[config.mk]
export PLATFORM = sky130hd
export DESIGN_NAME = regwb_seq
export DESIGN_NICKNAME = d
export VERILOG_FILES = /design/src/rtl/regwb_seq.sv
export SDC_FILE = /design/constraint.sdc
export NUM_CORES = 1
export LEC_CHECK = 0
export ABC_CLOCK_PERIOD_IN_PS = 2100
export BUFFER_PORTS_ARGS = -buffer_cell sky130_fd_sc_hd__buf_2
export CAP_MARGIN = 30
export CORE_MARGIN = 10
export CORE_UTILIZATION = 54
export DETAILED_ROUTE_END_ITERATION = 12
export PLACE_DENSITY = 0.84
export SLEW_MARGIN = 5
export SYNTH_ARGS = -nofsm -noshare
export SYNTH_HDL_FRONTEND = slang
export SYNTH_SLANG_ARGS = --single-unit
[constraint.sdc]
create_clock -name clk -period 2.1 [get_ports clk]
set_input_delay 0 -clock clk [delete_from_list [all_inputs] [get_ports clk]]
set_output_delay 0 -clock clk [all_outputs]
set_load 0.02 [all_outputs]
[src/rtl/regwb_seq.sv]
// regwb_seq: serialises 8/16-bit write-back and pair inc/dec requests into byte writes
// on the register file write port. Define REGWB_OAMBUG_EN to add the oam_bug output.
module regwb_seq #(
  parameter logic [2:0] RESET_IDX = 3'd0
) (
  input  logic        clk,
  input  logic        rst_n,
  input  logic        req_valid,
  output logic        req_ready,
  input  logic [1:0]  req_op,
  input  logic [1:0]  req_pair,
  input  logic [2:0]  req_idx,
  input  logic [15:0] req_data,
  output logic [1:0]  rdwn,
  input  logic [15:0] rdw,
  output logic [2:0]  wrn,
  output logic [7:0]  wr,
  output logic        we,
  output logic        busy,
  output logic        done
`ifdef REGWB_OAMBUG_EN
  ,
  output logic        oam_bug
`endif
);

  localparam logic [1:0] OP_WR16 = 2'd0;
  localparam logic [1:0] OP_INC16 = 2'd1;
  localparam logic [1:0] OP_DEC16 = 2'd2;
  localparam logic [1:0] OP_WR8 = 2'd3;

  typedef enum logic [1:0] {
    IDLE  = 2'd0,
    WR_LO = 2'd1,
    WR_HI = 2'd2
  } state_t;

  state_t      state_p1;
  logic [1:0]  pair_p1;
  logic [7:0]  hi_p1;
  logic [15:0] acc_val_p0;

  // 16-bit value to be written back; inc/dec wrap modulo 2^16.
  function automatic logic [15:0] wb_value(input logic [1:0] op, input logic [15:0] src,
                                           input logic [15:0] data);
    logic [15:0] r;
    case (op)
      OP_INC16: r = src + 16'd1;
      OP_DEC16: r = src - 16'd1;
      default:  r = data;
    endcase
    return r;
  endfunction

  assign acc_val_p0 = wb_value(req_op, rdw, req_data);
  assign req_ready  = (state_p1 == IDLE);
  assign busy       = ~req_ready;
  assign rdwn       = req_ready ? req_pair : pair_p1;

  // accept -> WR_LO (low byte) -> WR_HI (high byte or WR8 byte, with done)
  always_ff @(posedge clk or negedge rst_n) begin
    if (!rst_n) begin
      state_p1 <= IDLE;
      pair_p1  <= 2'd0;
      hi_p1    <= 8'd0;
      we       <= 1'b0;
      wr       <= 8'd0;
      wrn      <= RESET_IDX;
      done     <= 1'b0;
    end else begin
      case (state_p1)
        IDLE: begin
          we   <= 1'b0;
          done <= 1'b0;
          if (req_valid) begin
            pair_p1 <= req_pair;
            we      <= 1'b1;
            if (req_op == OP_WR8) begin
              state_p1 <= WR_HI;
              wrn      <= req_idx;
              wr       <= req_data[7:0];
              done     <= 1'b1;
            end else begin
              state_p1 <= WR_LO;
              wrn      <= {req_pair, 1'b1};
              wr       <= acc_val_p0[7:0];
              hi_p1    <= acc_val_p0[15:8];
            end
          end
        end
        WR_LO: begin
          state_p1 <= WR_HI;
          we       <= 1'b1;
          wrn      <= {pair_p1, 1'b0};
          wr       <= hi_p1;
          done     <= 1'b1;
        end
        WR_HI: begin
          state_p1 <= IDLE;
          we       <= 1'b0;
          done     <= 1'b0;
        end
        default: begin
          state_p1 <= IDLE;
          we       <= 1'b0;
          done     <= 1'b0;
        end
      endcase
    end
  end

`ifdef REGWB_OAMBUG_EN
  // Flags inc/dec of a pair pointing into FE00-FEFF, visible during the WR_LO cycle.
  always_ff @(posedge clk or negedge rst_n) begin
    if (!rst_n) begin
      oam_bug <= 1'b0;
    end else begin
      oam_bug <= req_ready && req_valid && (req_op == OP_INC16 || req_op == OP_DEC16) &&
                 (rdw[15:8] == 8'hFE);
    end
  end
`endif

endmodule

==> impl_metrics.tcl, run 1 <==
set metrics [dict create \
    status "completed" \
    route.met3.wl_microns 546 \
    die_width_microns 85.2 \
    place.gp.congestion 0.888 \
    insertion_delay_ps 270 \
    synthCells 290 \
    ir_drop_v 0.000447 \
    die_area_sq_um 7260 \
    viasPerCell 6.05 \
    m1WireLength_microns 2980 \
    p_sw_frac 0.403 \
    fin_crit_ps 1770 \
    initial_core_util 0.566 \
    fmaxAchievable_mhz 566 \
    final_net_count 391 \
    grt_pass1_wl_microns 11000 \
    regArea_sq_um 626 \
    fin_setup_tns_ps 0 \
    htreeDepth 1 \
    whs_ps 2.47 \
    yosysTopAreaCellShare 0.272 \
    synth_edf_count 0 \
    pin_count 59 \
    ys_async_sr_fraction 1.00 \
    synth.most_common_cell "nand2_1" \
    grt_start_max_net_pins 31 \
    hold_viol_final 0 \
    post_cts_buffers 0 \
    pwr-share-seq 0.394 \
    powerDensity_nw_per_um2 659 \
    r2r_end "hi_p1[5]" \
    vias 2382 \
    comb_power_share 0.447 \
    cp_max_fo 9 \
    wl_met2_microns 3190 \
    p_leak_nw 1.16 \
    arrival_ps 1920 \
    hold_start "req_data[9]" \
    core_area_sq_um 4060 \
    clkTransAtPathRegs_ps 80 \
    syn_area_sq_um 2300 \
    drive_gt1_frac 0.265 \
    min_path_type "in2reg" \
    finalWirelength_microns 6780 \
    synth_top_area_cell "dfrtp_1" \
    multi_input_area_sq_um 1490 \
    antenna_found_initial 0 \
    hold_depth 3 \
    internal-power_w 0.00107 \
    fin_area_sq_um 2730 \
    ant_nets 0 \
    ys_warn_count 0 \
    setup_violations 0 \
    top_layer "met4" \
    cts-root-buf "clkbuf_8" \
    slew_violations 0 \
    cp-end-kind "register" \
    ys_seq_area_frac 0.272 \
    maxCapViolCount 0 \
    clockPowerShare 0.159 \
    wire_per_inst_microns 17.2 \
    track_usage 0.179 \
    num_rows 23 \
    r2r_setup_slack_ps 350 \
    tritoncts "done" \
    hold_end "hi_p1[1]" \
    drtIter0Drc 246 \
    clk_path_buf_depth 2 \
    slew_headroom 0.622 \
    first_global_vias 2255 \
    cts_buffers 3 \
    hpwl_microns 5220 \
    postCtsResizedCells 0 \
    required_ps 2260 \
    nFillCells 335 \
    synth.net_count 336 \
    grt_setup_unrepaired "no" \
    rr_worst_depth 5 \
    synth.area.top_cells "dfrtp_1 (27%), a21oi_1 (5.9%), nand2_1 (4.6%), xnor2_1 (4.6%), o21ai_0 (4.1%)" \
    crit_path_start_kind "input port" \
    critPathSlowestCell "nand4_1" \
    cts_sinks 25 \
    slowest_delay_ps 230 \
    synth-main-ff-cell "dfrtp_1" \
    gr-total-overflow 0 \
    fp.dieH_microns 85.2 \
    fin_skew_ps 1.44 \
    portBuffers 58 \
    area_delta_synth_final_pct 18.9 \
    dp_slack_ps 60.6 \
    setup_ws_ps 333 \
    firstDrtPassIters 4 \
    p_switching_w 0.000725 \
    crit_type "in2reg" \
    cp_cell_sequence "buf_2 -> inv_12 -> ha_4 -> xor2_1 -> ha_2 -> nand4b_1 -> nand4_1 -> buf_4 -> a2bb2oi_1 -> o21ai_1 -> mux2i_1 -> nand3_1" \
    ctsHoldBuffers 5 \
    ys_ff_latch 25 \
    total_power_w 0.00180 \
    placed_area_sq_um 2640 \
    reg2reg_from "state_p1[1]" \
    period_share 0.841 \
    num_antenna_cells 0 \
    route.detailed.drc 0 \
    ys_types 63 \
    worstMarginPinSlew_ps 567 \
    synth_common_cells "nand2_1 (28), a21oi_1 (27), dfrtp_1 (25)" \
    synth.avg_cell_area_sq_um 7.92 \
]
==> sequential cells by signal, indices dropped and copies added, names as in the netlist <==
| name | count |
|---|---|
| wrn | 3 |
| hi_p1 | 8 |
| state_p1 | 2 |
| done | 1 |
| wr | 8 |
| pair_p1 | 2 |
| we | 1 |
==> power by group through the flow <==
| stage | clock network [W] | registers [W] | logic [W] |
|---|---|---|---|
| after CTS | 0.000293 | 0.000704 | 0.000808 |
| after floorplan | 0 | 0.000794 | 0.000432 |
| after global routing | 0.000311 | 0.000723 | 0.000887 |
| final | 0.000286 | 0.000709 | 0.000804 |
| after global placement | 0 | 0.000710 | 0.000779 |
| after detailed placement | 0 | 0.000713 | 0.000800 |
==> how the worst max path moves through the flow <==
stage / start / endpoint / slack, ps
after floorplan: req_op[0] / wr[6] / -60
after global placement: req_op[0] / wr[6] / 170
after detailed placement: req_op[0] / hi_p1[4] / 60
after CTS: req_op[0] / hi_p1[4] / 340
after global routing: req_op[0] / hi_p1[4] / 210
final: req_op[0] / hi_p1[4] / 330
==> kinds of logic after synthesis <==
| kind of cell | share of synthesized area |
|---|---|
| and+or+nand+nor | 0.252 |
| DFF | 0.272 |
| muxes | 0.0278 |
| xor gates and xnor gates | 0.0725 |
| adders and majority gates | 0.0218 |
| buffers and inverters | 0.0839 |
| AOI/OAI and AO/OA | 0.269 |
==> layout by cell type, fill, tap and decap left out, drive strengths merged, types with 3 or more instances in the layout <==
cell	Yosys	final
nor3	8	8
nor2b	3	3
o211ai	6	6
and3	4	4
xor2	7	7
o21ai	24	24
nor4	5	5
a211o	3	3
nand3	8	8
a21oi	27	27
o31a	3	3
a32oi	3	3
nand4	5	5
xnor2	12	12
nand2	28	28
inv	8	8
nor3b	3	3
a211oi	4	4
o31ai	3	3
ha	4	4
dfrtp	25	25
nand2b	4	4
mux2	3	3
mux2i	3	3
clkbuf	19	4
buf	8	72
nor2	19	19
a31oi	4	4
o22ai	4	4
dlygate4sd3	0	5
==> layer usage <==
metal	global-route usage	vias to the layer above
met4	0.0359	0
met1	0.243	1115
met2	0.285	84
met5	0	-
li1	-	1177
met3	0.0373	6
==> layout make-up <==
type / count / area share
Sequential cell: 25 / 0.229
Clock buffer: 4 / 0.0165
Timing Repair Buffer: 77 / 0.168
Multi-Input combinational cell: 229 / 0.547
Tap cell: 50 / 0.0229
Inverter: 9 / 0.0170
==> critical path, delay by kind of cell <==
family | cells | cell delay [ps]
AO/OA/AOI/OAI | 2 | 360
AND/OR/NAND/NOR | 3 | 400
buffers and inverters | 3 | 430
multiplexers | 1 | 160
adder cells (fa/ha/maj) | 2 | 400
XOR/XNOR | 1 | 160
==> through the flow <==
stage,util,std cells
floorplan,-,290
global placement,0.649,385
detailed placement,0.649,385
CTS,0.673,394
global route,0.673,394
finish,0.673,394
Power figures use the tool's default switching activity.
==> inputs of run 2 (changes only) <==
ABC_AREA = 1   (was unset)
ABC_CLOCK_PERIOD_IN_PS = 1700   (was 2100)
clock period = 1.7 ns   (was 2.1 ns; I/O delays follow)
==> run 2 against run 1 <==
Critical path depth shrank 4. Die area grew 2.4%. First-iteration DRC count shrank 38%. Global-route usage shrank 0.51 points. Sequential share of layout area shrank 1.4 points. Sequential power grew 23%. Clock power grew 22%. Synthesized cell count grew 44%. Register-to-register slack lost 150 ps. Critical endpoint is now hi_p1[2]. Largest cell class unchanged. Largest power group unchanged.
==> impl_metrics.tcl, run 2 <==
set metrics [dict create \
    antenna_found_initial 0 \
    synth_edf_count 0 \
    tritoncts "done" \
    reg.largest.list "hi_p1: 8 flops, wr: 8 flops, wrn: 3 flops" \
    syn_area_sq_um 2370 \
    num_antenna_cells 0 \
    ys_seq_area_frac 0.264 \
    die_width_microns 86.2 \
    final_cell_mix "nand2_1 (164), buf_2 (58), nor2_1 (52), inv_1 (46), nand3_1 (30)" \
    ys_warn_count 0 \
    synth.most_common_cell "nand2_1" \
    die_area_sq_um 7440 \
    synth_top_area_cell "dfrtp_1" \
    drive_gt1_frac 0.236 \
    layout_commonest_cell "nand2_1" \
    route.detailed.drc 0 \
    finalCoreUtilization 0.679 \
    insertion_delay_ps 270 \
    htreeDepth 1 \
    core_area_sq_um 4290 \
    setup_violations 0 \
    ys_async_sr_fraction 1.00 \
    p_sw_frac 0.426 \
    clkTransAtPathRegs_ps 90 \
    track_usage 0.174 \
    synth-main-ff-cell "dfrtp_1" \
    comb_power_share 0.473 \
    slew_violations 0 \
    arrival_ps 1710 \
    ir_drop_v 0.000504 \
    gr-total-overflow 0 \
    powerDensity_nw_per_um2 797 \
    cp-end-kind "register" \
    synth.avg_cell_area_sq_um 5.68 \
    synth.area.top_cells "dfrtp_1 (26%), nand2_1 (26%), nor2_1 (8.4%), inv_1 (7.3%), nand3_1 (6.3%)" \
    maxCapViolCount 0 \
    final_net_count 542 \
    status "completed" \
    drtIter0Drc 153 \
    ant_nets 0 \
    worstMarginPinSlew_ps 550 \
    p_switching_w 0.000990 \
    internal-power_w 0.00133 \
    fmaxAchievable_mhz 667 \
    synth_common_cells "nand2_1 (164), nor2_1 (53), inv_1 (46)" \
    grt_start_max_net_pins 28 \
    viasPerCell 5.08 \
    clockPowerShare 0.151 \
    r2r_setup_slack_ps 200 \
    wire_per_inst_microns 12.1 \
    dp_slack_ps -112 \
    cts_sinks 25 \
    place.gp.congestion 0.923 \
    pwr-share-seq 0.377 \
    grt_pass1_wl_microns 11200 \
    synth.net_count 463 \
    synthCells 417 \
    firstDrtPassIters 4 \
    period_share 0.882 \
    cp_max_fo 16 \
    hpwl_microns 5430 \
    initial_core_util 0.552 \
    required_ps 1910 \
    crit_type "reg2reg" \
    ys_types 32 \
    min_path_type "in2reg" \
    post_cts_buffers 0 \
    slew_headroom 0.633 \
    total_power_w 0.00232 \
    fp.dieH_microns 86.2 \
    portBuffers 58 \
    setup_ws_ps 201 \
    vias 2777 \
    fin_crit_ps 1500 \
    cts-root-buf "clkbuf_8" \
    hold_viol_final 0 \
    grt_setup_unrepaired "no" \
    ys_ff_latch 25 \
    num_rows 24 \
    clk_path_buf_depth 2 \
    p_leak_nw 1.77 \
    fin_skew_ps 3.84 \
    cts_buffers 3 \
    pin_count 59 \
    area_delta_synth_final_pct 23.0 \
    yosysTopAreaCellShare 0.264 \
    finalWirelength_microns 6590 \
    crit_path_start_kind "register" \
    first_global_vias 2650 \
]
run 2: changes by cell type in the layout (fill, tap and decap cells not counted), sizes merged, moves of 5 or more:
cell / delta
nor2: +43
nand2: +145
nor4: -5
a21oi: -7
buf: +9
nor3: -8
nand3: +22
xnor2: -11
inv: +48
xor2: -6
run 2: logic make-up after synthesis:
| logic type | count (synthesis) | synth area share |
|---|---|---|
| XOR/XNOR | 2 | 0.00740 |
| adder cells (fa/ha/maj) | 4 | 0.0211 |
| flip-flops | 25 | 0.264 |
| AO/OA/AOI/OAI | 50 | 0.117 |
| AND/OR/NAND/NOR | 270 | 0.472 |
| buffers and inverters | 66 | 0.118 |
run 2: cell type report:
class,count,area [sq um]
Clock inverter,1,5.00
Multi-Input combinational cell,326,1470
Sequential cell,25,626
Inverter,57,214
Tap cell,52,65.1
Fill cell,404,1380
Timing Repair Buffer,83,495
Clock buffer,3,41.3
run 2: final timing paths:
path / from / to / cells past startpoint
worst min register to register: wrn[0] / wrn[0] / 2
worst min-delay path: req_pair[1] / pair_p1[1] / 3
worst max-delay path: state_p1[1] / hi_p1[2] / 8
max in group asynchronous: rst_n / wr[6] / 2
worst max register to register: state_p1[1] / hi_p1[2] / 8
min in group asynchronous: rst_n / pair_p1[1] / 2
run 2: repair_timing:
item | 4_1_cts | 5_1_grt
setup endpoints to repair | 3 | 2
hold buffers | 2 | 0
endpoints found under the hold margin | 26 | 0
resized for setup | 1 | 1
run 2: power by group through the flow:
stage	Combinational [W]	Clock (W)	Sequential [W]
2_1_floorplan	0.000572	0	0.000993
3_3_place_gp	0.00106	0	0.000881
3_5_place_dp	0.00109	0	0.000885
4_1_cts	0.00110	0.000350	0.000873
5_1_grt	0.00123	0.000385	0.000899
6_report	0.00110	0.000350	0.000874
run 2: critical path, stage by stage, from the launching register on:
cell and delay (ps):
dfrtp_1 390, nor2_1 220, nand2_2 80, buf_4 170, nor2_1 160, inv_2 160, nor2_1 150, nand2_1 80
nand2_1 60
run 2: metrics by stage:
step / setup TNS (ps) / area, sq um / instances / hold slack, ps
finish: 0 / 2910 / 547 / 22.9
CTS: 0 / 2910 / 547 / 22.7
global placement: -61.1 / 2840 / 541 / 7.62
global route: 0 / 2910 / 547 / 38.3
detailed placement: -575 / 2840 / 541 / 14.9
floorplan: 0 / 2370 / 417 / -296
run 2: layer usage:
metal / wire [microns] / GRT usage
met1: 2840 / 0.210
met2: 3110 / 0.299
met3: 552 / 0.0525
met4: 94 / 0.0339
met5: 0 / 0
==> inputs of run 3 (changes only) <==
PLACE_DENSITY = 0.81   (was 0.84)
TNS_END_PERCENT = 100   (was unset)
==> run 3 against run 2 <==
Non-clock buffer count shrank 3. Largest cell class unchanged. Via count shrank 1.9%. Critical endpoint is now hi_p1[6]. Clock power shrank 2%. Worst hold slack gained 5.0 ps. Combinational power is essentially flat. Count of clock-buffer cells in the layout is the same. Final cell count shrank 0.55%.
==> impl_metrics.tcl, run 3 (synthesis gave the netlist of run 2 again) <==
set metrics [dict create \
    status "completed" \
    cts-root-buf "clkbuf_8" \
    required_ps 1870 \
    period_share 0.856 \
    slew_violations 0 \
    grt_pass1_wl_microns 11500 \
    drtIter0Drc 176 \
    min_path_type "in2reg" \
    cts_buffers 3 \
    pin_count 59 \
    die_width_microns 86.2 \
    insertion_delay_ps 270 \
    num_rows 24 \
    fp.dieH_microns 86.2 \
    portBuffers 58 \
    fin_crit_ps 1460 \
    reg.largest.list "hi_p1: 8 flops, wr: 8 flops, wrn: 3 flops" \
    finalWirelength_microns 6460 \
    powerDensity_nw_per_um2 793 \
    cts_sinks 25 \
    hold_viol_final 0 \
    core_area_sq_um 4290 \
    final_net_count 539 \
    die_area_sq_um 7440 \
    hpwl_microns 5350 \
    regArea_sq_um 626 \
    antenna_found_initial 0 \
    post_cts_buffers 0 \
    htreeDepth 1 \
    ant_nets 0 \
    nFillCells 406 \
    cp-end-kind "register" \
    wire_per_inst_microns 11.9 \
    cp_max_fo 27 \
    track_usage 0.178 \
    worstSetupStartpoint "req_op[0]" \
    firstDrtPassIters 4 \
    rr_worst_depth 8 \
    area_delta_synth_final_pct 22.2 \
    drive_gt1_frac 0.234 \
    setup_violations 0 \
    viasPerCell 5.01 \
    grt_setup_unrepaired "no" \
    r2r_end "hi_p1[2]" \
    ir_drop_v 0.000577 \
    arrival_ps 1620 \
    crit_type "in2reg" \
    multi_input_area_sq_um 1470 \
    fin_skew_ps 2.80 \
    first_global_vias 2666 \
    p_leak_nw 1.75 \
    finalCoreUtilization 0.674 \
    num_antenna_cells 0 \
    clk_path_buf_depth 2 \
    placed_area_sq_um 2820 \
    whs_ps 27.9 \
    gr-total-overflow 0 \
    vias 2724 \
    initial_core_util 0.552 \
    reg2reg_from "state_p1[1]" \
    endpoint "hi_p1[6]" \
    fmaxAchievable_mhz 687 \
    grt_start_max_net_pins 28 \
    fin_area_sq_um 2890 \
    r2r_setup_slack_ps 250 \
    place.gp.congestion 0.917 \
    crit_path_start_kind "input port" \
    layout_commonest_cell "nand2_1" \
    worstMarginPinSlew_ps 537 \
    final_cell_mix "nand2_1 (164), buf_2 (58), nor2_1 (51), inv_1 (46), nand3_1 (30)" \
    tritoncts "done" \
    clkTransAtPathRegs_ps 80 \
    route.detailed.drc 0 \
    maxCapViolCount 0 \
    slew_headroom 0.642 \
]
==> run 3: how the worst min path moves through the flow <==
stage,start,end,cells past startpoint
floorplan,rst_n,done,0
global placement,rst_n,pair_p1[1],1
detailed placement,rst_n,done,1
CTS,req_pair[1],pair_p1[1],3
global route,req_pair[0],pair_p1[0],3
finish,req_pair[1],pair_p1[1],3
==> run 3: power by group <==
group,switching [W],total (W),internal [W]
combinational,0.000689,0.00108,0.000389
sequential,0.000102,0.000875,0.000773
clock,0.000179,0.000343,0.000164
==> run 3: stage by stage <==
stage	setup slack (ps)	power (W)	instances	TNS, ps
3_3_place_gp	-52.6	0.00194	538	-124
2_1_floorplan	93.0	0.00156	417	0
4_1_cts	177	0.00230	544	0
5_1_grt	27.7	0.00249	544	0
6_report	245	0.00230	544	0
3_5_place_dp	-95.5	0.00196	538	-411
==> run 3: what timing repair did <==
action / 4_1_cts / 5_1_grt
setup endpoints to repair: 3 / 4
hold buffers: 2 / 0
endpoints found under the hold margin: 26 / 0
gates resized for setup: 1 / 2
==> run 3: metal layers <==
layer	GRT usage	wire (microns)	vias to the layer above
met5	0	0	-
met3	0.0469	480	6
met2	0.310	3030	79
li1	-	-	1440
met4	0.0265	42	0
met1	0.218	2910	1199
==> run 3: worst max-delay path, cell delays in order <==
cell	delay, ps
buf_2	100
inv_1	70
ha_2	240
buf_12	180
nand2_1	80
nand2_1	130
inv_2	60
nand2_1	100
nor2_1	70
and2_1	160
nand2_1	100
nand2_1	60
nand2_1	50
nand3_1	70
nand2_1	80
nand2_1	40
==> run 3: area by class of cell <==
| type | count | area share |
|---|---|---|
| multi-input combinational | 326 | 0.508 |
| sequential | 25 | 0.216 |
| timing repair buffer | 80 | 0.163 |
| inverter | 57 | 0.0739 |
| tap | 52 | 0.0225 |
| clock buffer | 3 | 0.0143 |
| clock inverter | 1 | 0.00173 |
